===== src/rtl/mmi_cp_sequencer.sv =====
// Command sequencer between the CPU register bus and the coprocessor MMI port.
// Queues 64-bit commands, issues them one at a time and captures the 24-bit status.
module mmi_cp_sequencer #(
    parameter int FIFO_DEPTH = 4,
    parameter int TIMEOUT    = 1023
) (
    input  logic        i_clk,
    input  logic        i_rst,
    input  logic        i_we,
    input  logic        i_re,
    input  logic [1:0]  i_addr,
    input  logic [31:0] i_wdata,
    output logic [31:0] o_rdata,
    output logic        o_irq,
    output logic [63:0] o_mmi,
    output logic        o_start,
    input  logic [23:0] i_mmi
);
    localparam int          PTR_W     = $clog2(FIFO_DEPTH);
    localparam logic [4:0]  DEPTH_C   = 5'(FIFO_DEPTH);
    localparam logic [15:0] TIMEOUT_C = 16'(TIMEOUT);

    typedef enum logic [1:0] {IDLE, ISSUE, WAIT} state_t;
    state_t state;

    logic [63:0]      fifo_mem [FIFO_DEPTH];
    logic [PTR_W-1:0] rd_ptr;
    logic [PTR_W-1:0] wr_ptr;
    logic [4:0]       fifo_count;
    logic [31:0]      staging;
    logic [15:0]      wait_cnt;
    logic [15:0]      wait_next;
    logic [23:0]      result;
    logic             result_valid;
    logic             timeout_flag;
    logic             overflow_flag;

    logic push_req;
    logic push;
    logic pop;
    logic flush;
    logic clear_flags;
    logic result_rd;
    logic done_seen;
    logic timed_out;
    logic [31:0] status_word;

    assign push_req    = i_we && (i_addr == 2'd1);
    assign push        = push_req && (fifo_count != DEPTH_C);
    assign pop         = (state == IDLE) && (fifo_count != 5'd0);
    assign flush       = i_we && (i_addr == 2'd2) && i_wdata[1];
    assign clear_flags = i_we && (i_addr == 2'd2) && i_wdata[0];
    assign result_rd   = i_re && (i_addr == 2'd3);
    assign wait_next   = wait_cnt + 16'd1;

    // Done is only honoured in WAIT and wins over a timeout landing in the same cycle.
    assign done_seen = (state == WAIT) && i_mmi[8];
    assign timed_out = (state == WAIT) && !i_mmi[8] && (wait_next == TIMEOUT_C);

    assign status_word = {23'd0, fifo_count, overflow_flag, timeout_flag, (state != IDLE), result_valid};
    assign o_irq       = result_valid | timeout_flag | overflow_flag;

    // Command FIFO, staging register and overflow flag.
    // A flush drops whatever remains after this cycle's pop.
    always_ff @(posedge i_clk or posedge i_rst) begin
        if (i_rst) begin
            for (int i = 0; i < FIFO_DEPTH; i++) begin
                fifo_mem[i] <= '0;
            end
            rd_ptr        <= '0;
            wr_ptr        <= '0;
            fifo_count    <= '0;
            staging       <= '0;
            overflow_flag <= 1'b0;
        end else begin
            if (i_we && (i_addr == 2'd0)) begin
                staging <= i_wdata;
            end
            if (push) begin
                fifo_mem[wr_ptr] <= {i_wdata, staging};
                wr_ptr           <= wr_ptr + 1'b1;
            end
            if (clear_flags) begin
                overflow_flag <= 1'b0;
            end
            if (push_req && !push) begin
                overflow_flag <= 1'b1;
            end
            if (flush) begin
                rd_ptr     <= wr_ptr;
                fifo_count <= 5'd0;
            end else begin
                if (pop) begin
                    rd_ptr <= rd_ptr + 1'b1;
                end
                if (push && !pop) begin
                    fifo_count <= fifo_count + 5'd1;
                end else if (!push && pop) begin
                    fifo_count <= fifo_count - 5'd1;
                end
            end
        end
    end

    // Issue FSM; also owns the result register and its flags.
    always_ff @(posedge i_clk or posedge i_rst) begin
        if (i_rst) begin
            state        <= IDLE;
            o_mmi        <= '0;
            o_start      <= 1'b0;
            wait_cnt     <= '0;
            result       <= '0;
            result_valid <= 1'b0;
            timeout_flag <= 1'b0;
        end else begin
            o_start <= 1'b0;
            if (result_rd) begin
                result_valid <= 1'b0;
            end
            if (clear_flags) begin
                timeout_flag <= 1'b0;
            end
            case (state)
                IDLE: begin
                    if (pop) begin
                        o_mmi   <= fifo_mem[rd_ptr];
                        o_start <= 1'b1;
                        state   <= ISSUE;
                    end
                end
                ISSUE: begin
                    wait_cnt <= '0;
                    state    <= WAIT;
                end
                WAIT: begin
                    if (done_seen) begin
                        result       <= i_mmi;
                        result_valid <= 1'b1;
                        state        <= IDLE;
                    end else if (timed_out) begin
                        timeout_flag <= 1'b1;
                        state        <= IDLE;
                    end else begin
                        wait_cnt <= wait_next;
                    end
                end
                default: state <= IDLE;
            endcase
        end
    end

    // Registered read port; reads of the write-only command registers return zero.
    always_ff @(posedge i_clk or posedge i_rst) begin
        if (i_rst) begin
            o_rdata <= '0;
        end else if (i_re) begin
            case (i_addr)
                2'd2:    o_rdata <= status_word;
                2'd3:    o_rdata <= {8'h00, result};
                default: o_rdata <= '0;
            endcase
        end
    end

endmodule


===== config.mk =====
export PLATFORM = sky130hd
export DESIGN_NAME = mmi_cp_sequencer
export DESIGN_NICKNAME = d
export VERILOG_FILES = /design/src/rtl/mmi_cp_sequencer.sv
export SDC_FILE = /design/constraint.sdc
export NUM_CORES = 1
export LEC_CHECK = 0
export CAP_MARGIN = 20
export CELL_PAD_IN_SITES_DETAIL_PLACEMENT = 1
export CELL_PAD_IN_SITES_GLOBAL_PLACEMENT = 2
export CORE_MARGIN = 4
export CORE_UTILIZATION = 38
export DETAILED_ROUTE_END_ITERATION = 16
export GPL_ROUTABILITY_DRIVEN = 0
export GPL_TIMING_DRIVEN = 1
export PLACE_DENSITY_LB_ADDON = 0.1
export REMOVE_ABC_BUFFERS = 1
export SETUP_SLACK_MARGIN = 0.2
export SYNTH_ARGS = -nofsm -noshare
export SYNTH_HDL_FRONTEND = slang
export SYNTH_SLANG_ARGS = --single-unit

===== constraint.sdc =====
create_clock -name i_clk -period 15.95 [get_ports i_clk]
set_input_delay 3.19 -clock i_clk [delete_from_list [all_inputs] [get_ports i_clk]]
set_output_delay 3.19 -clock i_clk [all_outputs]
set_load 0.005 [all_outputs]

==> impl_metrics.toml, run 1 <==
[power_and_ir_drop]
pwr-share-clk_pct = 24.3
powerDensity_nw_per_um2 = 197
seq_power_share_pct = 43.5
leakage_nw = 9.35
cellInternalPower_mw = 3.11
ir_worst_vdd_v = 0.0000997
p_sw_mw = 1.24
pwr-share-comb_pct = 32.2
swShare_pct = 28.5

[global_route]
grt_pass1_wl_um = 69900
grtUsageTotal_pct = 16.7
grt_pass1_vias = 11707
antenna_found_initial = 2
grt_max_degree = 169
grt_remaining_overflow = 0

[routing]
first_iter_violations = 496
avgViaCountPerCell = 5.24
firstDrtPassIters = 4
vias = 10549
antenna_left = 0
drc_errors = 0
post_drt_wl_per_cell_um = 21.3
totalWireLength_um = 42900

[yosys]
synth_top_area_share_pct = 58.3
ys_warn_count = 0
synth_top_family_by_area = "multiplexers"
synth_common_cells = "dfrtp_1 (431), mux2_2 (375), mux4_2 (64), nand2_1 (48), inv_1 (37)"
synth_largest_area_cell = "dfrtp_1"
synthMuxAreaShare_pct = 31.5
postSynthAreaPerCell_sq_um = 15.2
synth_edf_count = 0
synthAdderAreaFrac_pct = 0.717
ys_types = 59
synthArstFlopShare_pct = 100
synth_most_common_cell = "dfrtp_1"
synth_seq_area_share_pct = 58.3
syn_area_sq_um = 18500
synth_seq_cells = 431
synthFlopType = "dfrtp_1"
synth-compound-area-share_pct = 2.61
synth_xor_area_share_pct = 0.569
synth-simple-area-share_pct = 3.34
synthTopCellsByArea = "dfrtp_1 (58%), mux2_2 (23%), mux4_2 (7.8%), nand2_1 (0.97%), buf_2 (0.95%)"
synthesis.instances = 1220

[sta]
finalSetupViolations = 0
tightest_slew_ns = 0.988
max_freq_mhz = 162
slew_headroom_pct = 34.1
tns_ns = 0
hold_violations = 0
min_period_over_period_pct = 38.6
finalMaxSlewViolations = 0
fin_worst_skew_ns = 0.0202
whs_ns = 0.478
rsz0062_at_grt = "no"
fin_crit_ns = 6.16

[floorplanning]
dieHeight_um = 229
initial_utilization_pct = 38.6
row_count = 80
die_area_sq_um = 52200
die_w_um = 229
coreArea_sq_um = 47900
ioPinCount = 160

[cts]
postCtsSetupBuffers = 0
postCtsHoldBufs = 0
cts_buffer_depth = 3
cts_num_sinks = 431
cts-root-buf = "clkbuf_16"
cts_tree = "built"
cts_resized = 0
path_clk_slew_ns = 0.05
clk_latency_ns = 0.58
numCtsBuffers = 48
htreeDepth = 2

[critical_path]
worst-endpoint-arrival_ns = 6.61
setup.worst_path.end = "fifo_mem[142]$_DFFE_PP0P_"
crit_slowest_cell = "clkdlybuf4s50_1"
ff2ff_setup_slack_ns = 12.83
cp_max_fo = 51
reg2regPathDepth = 5
crit_path_end_kind = "register"
crit_type = "in2reg"
cp_cell_sequence = "clkdlybuf4s50_1, nand3b_1, a21oi_1, and2_4, buf_4, mux2_2"
startpoint_type = "primary input"
cp.required_ns = 16.40
r2r_start = "state[0]$_DFFE_PP0P_"
reg2reg_to = "o_mmi[47]$_DFFE_PP0P_"
cp-startpoint = "i_addr[0]"
critPathMaxStageDelay_ns = 0.95

[flow_run]
cap_violations = 0

[worst_hold_path]
hold_class = "reg2reg"

[layout]
drive_gt1_share_pct = 38.6
fill_cells = 4659
area_delta_synth_final_pct = 19.4
num_antenna_cells = 0
fin_nets = 1439

[placed_design]
hpwl_um = 24500
port_buffers = 151

[run_status]
status = "complete, no violations"
## metrics by stage
stage	area [sq um]	power (mW)	util, %	cells	worst slack (ns)
after floorplan	18100	2.84	-	1151	0.757
after global placement	20600	3.30	42.9	1931	9.20
after detailed placement	20600	3.34	42.9	1931	9.17
after CTS	22100	4.44	46.0	2014	9.76
after global routing	22100	4.65	46.1	2015	9.55
final	22100	4.35	46.1	2015	9.79
## worst min path at each step
stage | startpoint | endpoint | depth (start not counted)
finish | result[17]$_DFFE_PP0P_ | o_rdata[17]$_DFFE_PP0P_ | 2
global route | result[21]$_DFFE_PP0P_ | o_rdata[21]$_DFFE_PP0P_ | 2
CTS | result[17]$_DFFE_PP0P_ | o_rdata[17]$_DFFE_PP0P_ | 2
detailed placement | result[21]$_DFFE_PP0P_ | o_rdata[21]$_DFFE_PP0P_ | 2
global placement | result[21]$_DFFE_PP0P_ | o_rdata[21]$_DFFE_PP0P_ | 2
floorplan | result[8]$_DFFE_PP0P_ | result[8]$_DFFE_PP0P_ | 1
## logic make-up after synthesis
family / count (synthesis)
other: 1
DFF: 431
buffers and inverters: 113
and+or+nand+nor: 120
adders and majority gates: 10
muxes: 455
xor gates and xnor gates: 12
AOI/OAI and AO/OA: 78
## placed cells by master (no fill, tap or decap), types with 3 or more instances in the layout
master	instances
nand4_1	4
o21ai_0	32
ha_1	9
xnor2_1	10
dfrtp_1	429
conb_1	8
nor2_1	16
mux2_2	375
buf_4	13
and3_1	4
clkbuf_8	9
nor4_1	3
o22ai_1	11
mux4_2	64
a21oi_1	12
nand3_1	13
nor3_1	4
clkbuf_16	49
nand2_1	48
or3_1	4
and2_4	4
mux2i_1	15
nand2b_1	4
clkinv_2	5
inv_1	36
clkdlybuf4s50_1	151
clkbuf_1	18
## per-layer routing
layer	up-vias	track usage, %	share of wire [%]
met3	63	2.93	3.3
met4	2	4.78	2.1
met5	-	0	0.030
met1	5640	23.1	46
met2	145	27.3	48
li1	4699	-	-
## power groups by stage
stage / sequential [mW] / clock, mW / combinational (mW)
floorplan: 1.85 / 0 / 0.991
global placement: 1.90 / 0 / 1.40
detailed placement: 1.92 / 0 / 1.43
CTS: 1.90 / 1.10 / 1.43
global route: 1.96 / 1.15 / 1.53
finish: 1.89 / 1.06 / 1.40
## sequential cells by signal, indices dropped and copies added (netlist names)
register / cells
result_valid: 1
fifo_mem: 256
result: 24
timeout_flag: 1
wait_cnt: 16
state: 2
rd_ptr: 2
o_rdata: 24
overflow_flag: 1
fifo_count: 5
staging: 32
wr_ptr: 2
o_start: 1
o_mmi: 64
## critical path, delay by kind of cell
kind	cells	cell delay, ns
AO/OA/AOI/OAI	1	0.59
AND/OR/NAND/NOR	2	0.63
multiplexers	1	0.42
buffers and inverters	2	1.71
## cell type report
type                    count  area, sq um  share of cell area, %
inverters                  37          146                  0.663
repair buffers            166         1660                   7.50
flip-flops and latches    431        10800                   48.9
clock buffers              76         1420                   6.42
well taps                 615          769                   3.48
multi-input cells         683         7220                   32.7
clock inverters             7         75.1                  0.340
(Power assumes the default switching activity.)
==> run 2, diff against run 1 <==
==> constraint.sdc (replaced) <==
create_clock -name i_clk -period 5.1 [get_ports i_clk]
set_input_delay 1.02 -clock i_clk [delete_from_list [all_inputs] [get_ports i_clk]]
set_output_delay 1.02 -clock i_clk [all_outputs]
set_load 0.005 [all_outputs]
==> run 2 against run 1 <==
Compared with the run above:
- sequential cell count unchanged
- register-to-register slack got worse by 11 ns
- combinational power rose to 3.1 times the previous value
- die area did not move
- first-iteration DRC count is 14% lower
- wire length decreased by 1.1%
- worst hold slack got worse by 0.015 ns
- via count did not move
- sequential power grew to 3.2 times the previous value
- largest cell class unchanged
- critical endpoint is now fifo_count[4]$_DFFE_PP0P_
==> impl_metrics.toml, run 2 (same netlist as run 1, synthesis figures left out) <==
[sta]
slew_headroom_pct = 46.3
min_period_over_period_pct = 69.6
fin_crit_ns = 3.55
finalMaxSlewViolations = 0
finalSetupViolations = 0
rsz0062_at_grt = "no"
fin_worst_skew_ns = 0.0215
max_freq_mhz = 282
hold_violations = 0
tightest_slew_ns = 0.805

[layout]
fin_util_pct = 46.4
multiInputGateArea_sq_um = 7220
layout_common_cells = "dfrtp_1 (429), mux2_2 (375), clkdlybuf4s50_1 (151)"
layout_commonest_cell = "dfrtp_1"
fill_cells = 4670
top_regs = "fifo_mem (256), o_mmi (64), staging (32)"
largest_reg_flops = 256
largest-register = "fifo_mem"
seq_area_sq_um = 10800
fin_nets = 1442
area_delta_synth_final_pct = 20.4
drive_gt1_share_pct = 39.5
fin_area_sq_um = 22300

[critical_path]
crit_family = "compound AO/OA/AOI/OAI gates"
path_buf_inv = 2
crit_type = "in2reg"
cp.required_ns = 5.57
ff2ff_setup_slack_ns = 2.15
crit_slowest_cell = "a21oi_1"
crit_path_end_kind = "register"
worst-endpoint-arrival_ns = 4.02
reg2reg_to = "fifo_count[4]$_DFFE_PP0P_"
startpoint_type = "primary input"
cp_num_cells = 11
reg2regPathDepth = 9
r2r_start = "fifo_count[0]$_DFFE_PP0P_"
cp_max_fo = 14
critPathMaxStageDelay_ns = 0.54
crit_top_cell = "a21oi_1"
cp_cell_sequence = "clkdlybuf4s50_1, buf_4, nand3b_1, a21oi_1, nand2b_1, fa_1, a21o_1, a21oi_1, mux2i_1, xnor2_1, nor2_1"

[worst_hold_path]
holdPathEnd = "result[8]$_DFFE_PP0P_"
hold_class = "reg2reg"
whs_path_depth = 1
hold_start = "result[8]$_DFFE_PP0P_"

[global_route]
grt_max_degree = 118
antenna_found_initial = 1
grt_pass1_vias = 11990
grt_pass1_wl_um = 69200
grt_remaining_overflow = 0
grtUsageTotal_pct = 16.5

[cts]
numCtsBuffers = 47
clk_latency_ns = 0.59
postCtsHoldBufs = 0
postCtsSetupBuffers = 0
cts_buffer_depth = 3
path_clk_slew_ns = 0.06
cts_tree = "built"
cts_num_sinks = 431
htreeDepth = 2
cts_resized = 0
cts-root-buf = "clkbuf_16"

[routing]
totalWireLength_um = 42400
firstDrtPassIters = 6
vias = 10549
first_iter_violations = 427
post_drt_wl_per_cell_um = 21.0
antenna_left = 0
drc_errors = 0
avgViaCountPerCell = 5.22

[power_and_ir_drop]
ir_worst_vdd_v = 0.000279
powerDensity_nw_per_um2 = 616
leakage_nw = 9.43
total_power_mw = 13.7

[placed_design]
placed_area_sq_um = 20700
port_buffers = 151
hpwl_um = 24900

[floorplanning]
die_area_sq_um = 52200
ioPinCount = 160
dieHeight_um = 229
die_w_um = 229
row_count = 80
coreArea_sq_um = 47900
initial_utilization_pct = 38.6

[run_status]
status = "complete, no violations"

[flow_run]
cap_violations = 0
## run 2: cell types whose count changed in the layout (fill, tap and decap cells not counted), sizes merged
cell,change
buf,+4
clkbuf,-5
clkinv,+6
clkinvlp,+1
diode,+1
## run 2: stage by stage
step | hold slack (ns) | cells | TNS, ns | worst slack (ns)
3_5_place_dp | 0.456 | 1936 | 0 | 0.984
2_1_floorplan | 0.434 | 1151 | -3415.79 | -7.92
3_3_place_gp | 0.452 | 1936 | 0 | 1.01
5_1_grt | 0.504 | 2021 | 0 | 1.31
6_report | 0.464 | 2022 | 0 | 1.55
4_1_cts | 0.474 | 2021 | 0 | 1.57
## run 2: layout make-up
type / instances / share of cell area, %
flip-flops and latches: 431 / 48.5
multi-input cells: 683 / 32.5
repair buffers: 170 / 7.88
clock buffers: 71 / 6.41
well taps: 615 / 3.46
inverters: 37 / 0.658
clock inverters: 14 / 0.618
diodes: 1 / 0.0112
## run 2: worst max-delay path by stage
stage               from                         to  slack (ns)
3_5_place_dp   i_addr[0]  fifo_count[4]$_DFFE_PP0P_        0.98
5_1_grt        i_addr[0]  fifo_count[4]$_DFFE_PP0P_        1.31
3_3_place_gp   i_addr[0]  fifo_count[4]$_DFFE_PP0P_        1.01
2_1_floorplan      i_rst  fifo_count[0]$_DFFE_PP0P_       -7.92
4_1_cts        i_addr[0]  fifo_count[4]$_DFFE_PP0P_        1.57
6_report       i_addr[0]  fifo_count[4]$_DFFE_PP0P_        1.55
## run 2: where the power goes
| group | total (mW) | switching [mW] | internal [mW] | leakage, nW |
|---|---|---|---|---|
| Sequential | 5.98 | 1.04 | 4.94 | 5.35 |
| Combinational | 4.33 | 1.49 | 2.85 | 3.30 |
| Clock | 3.40 | 1.41 | 1.99 | 0.776 |
## run 2: layer usage
layer  wire (um)  share of wire [%]  global-route usage, %
met1       20000                 47                   22.9
met2       20100                 47                   27.0
met3        1470                3.5                   2.74
met4         807                1.9                   4.40
met5           0                  0                      0
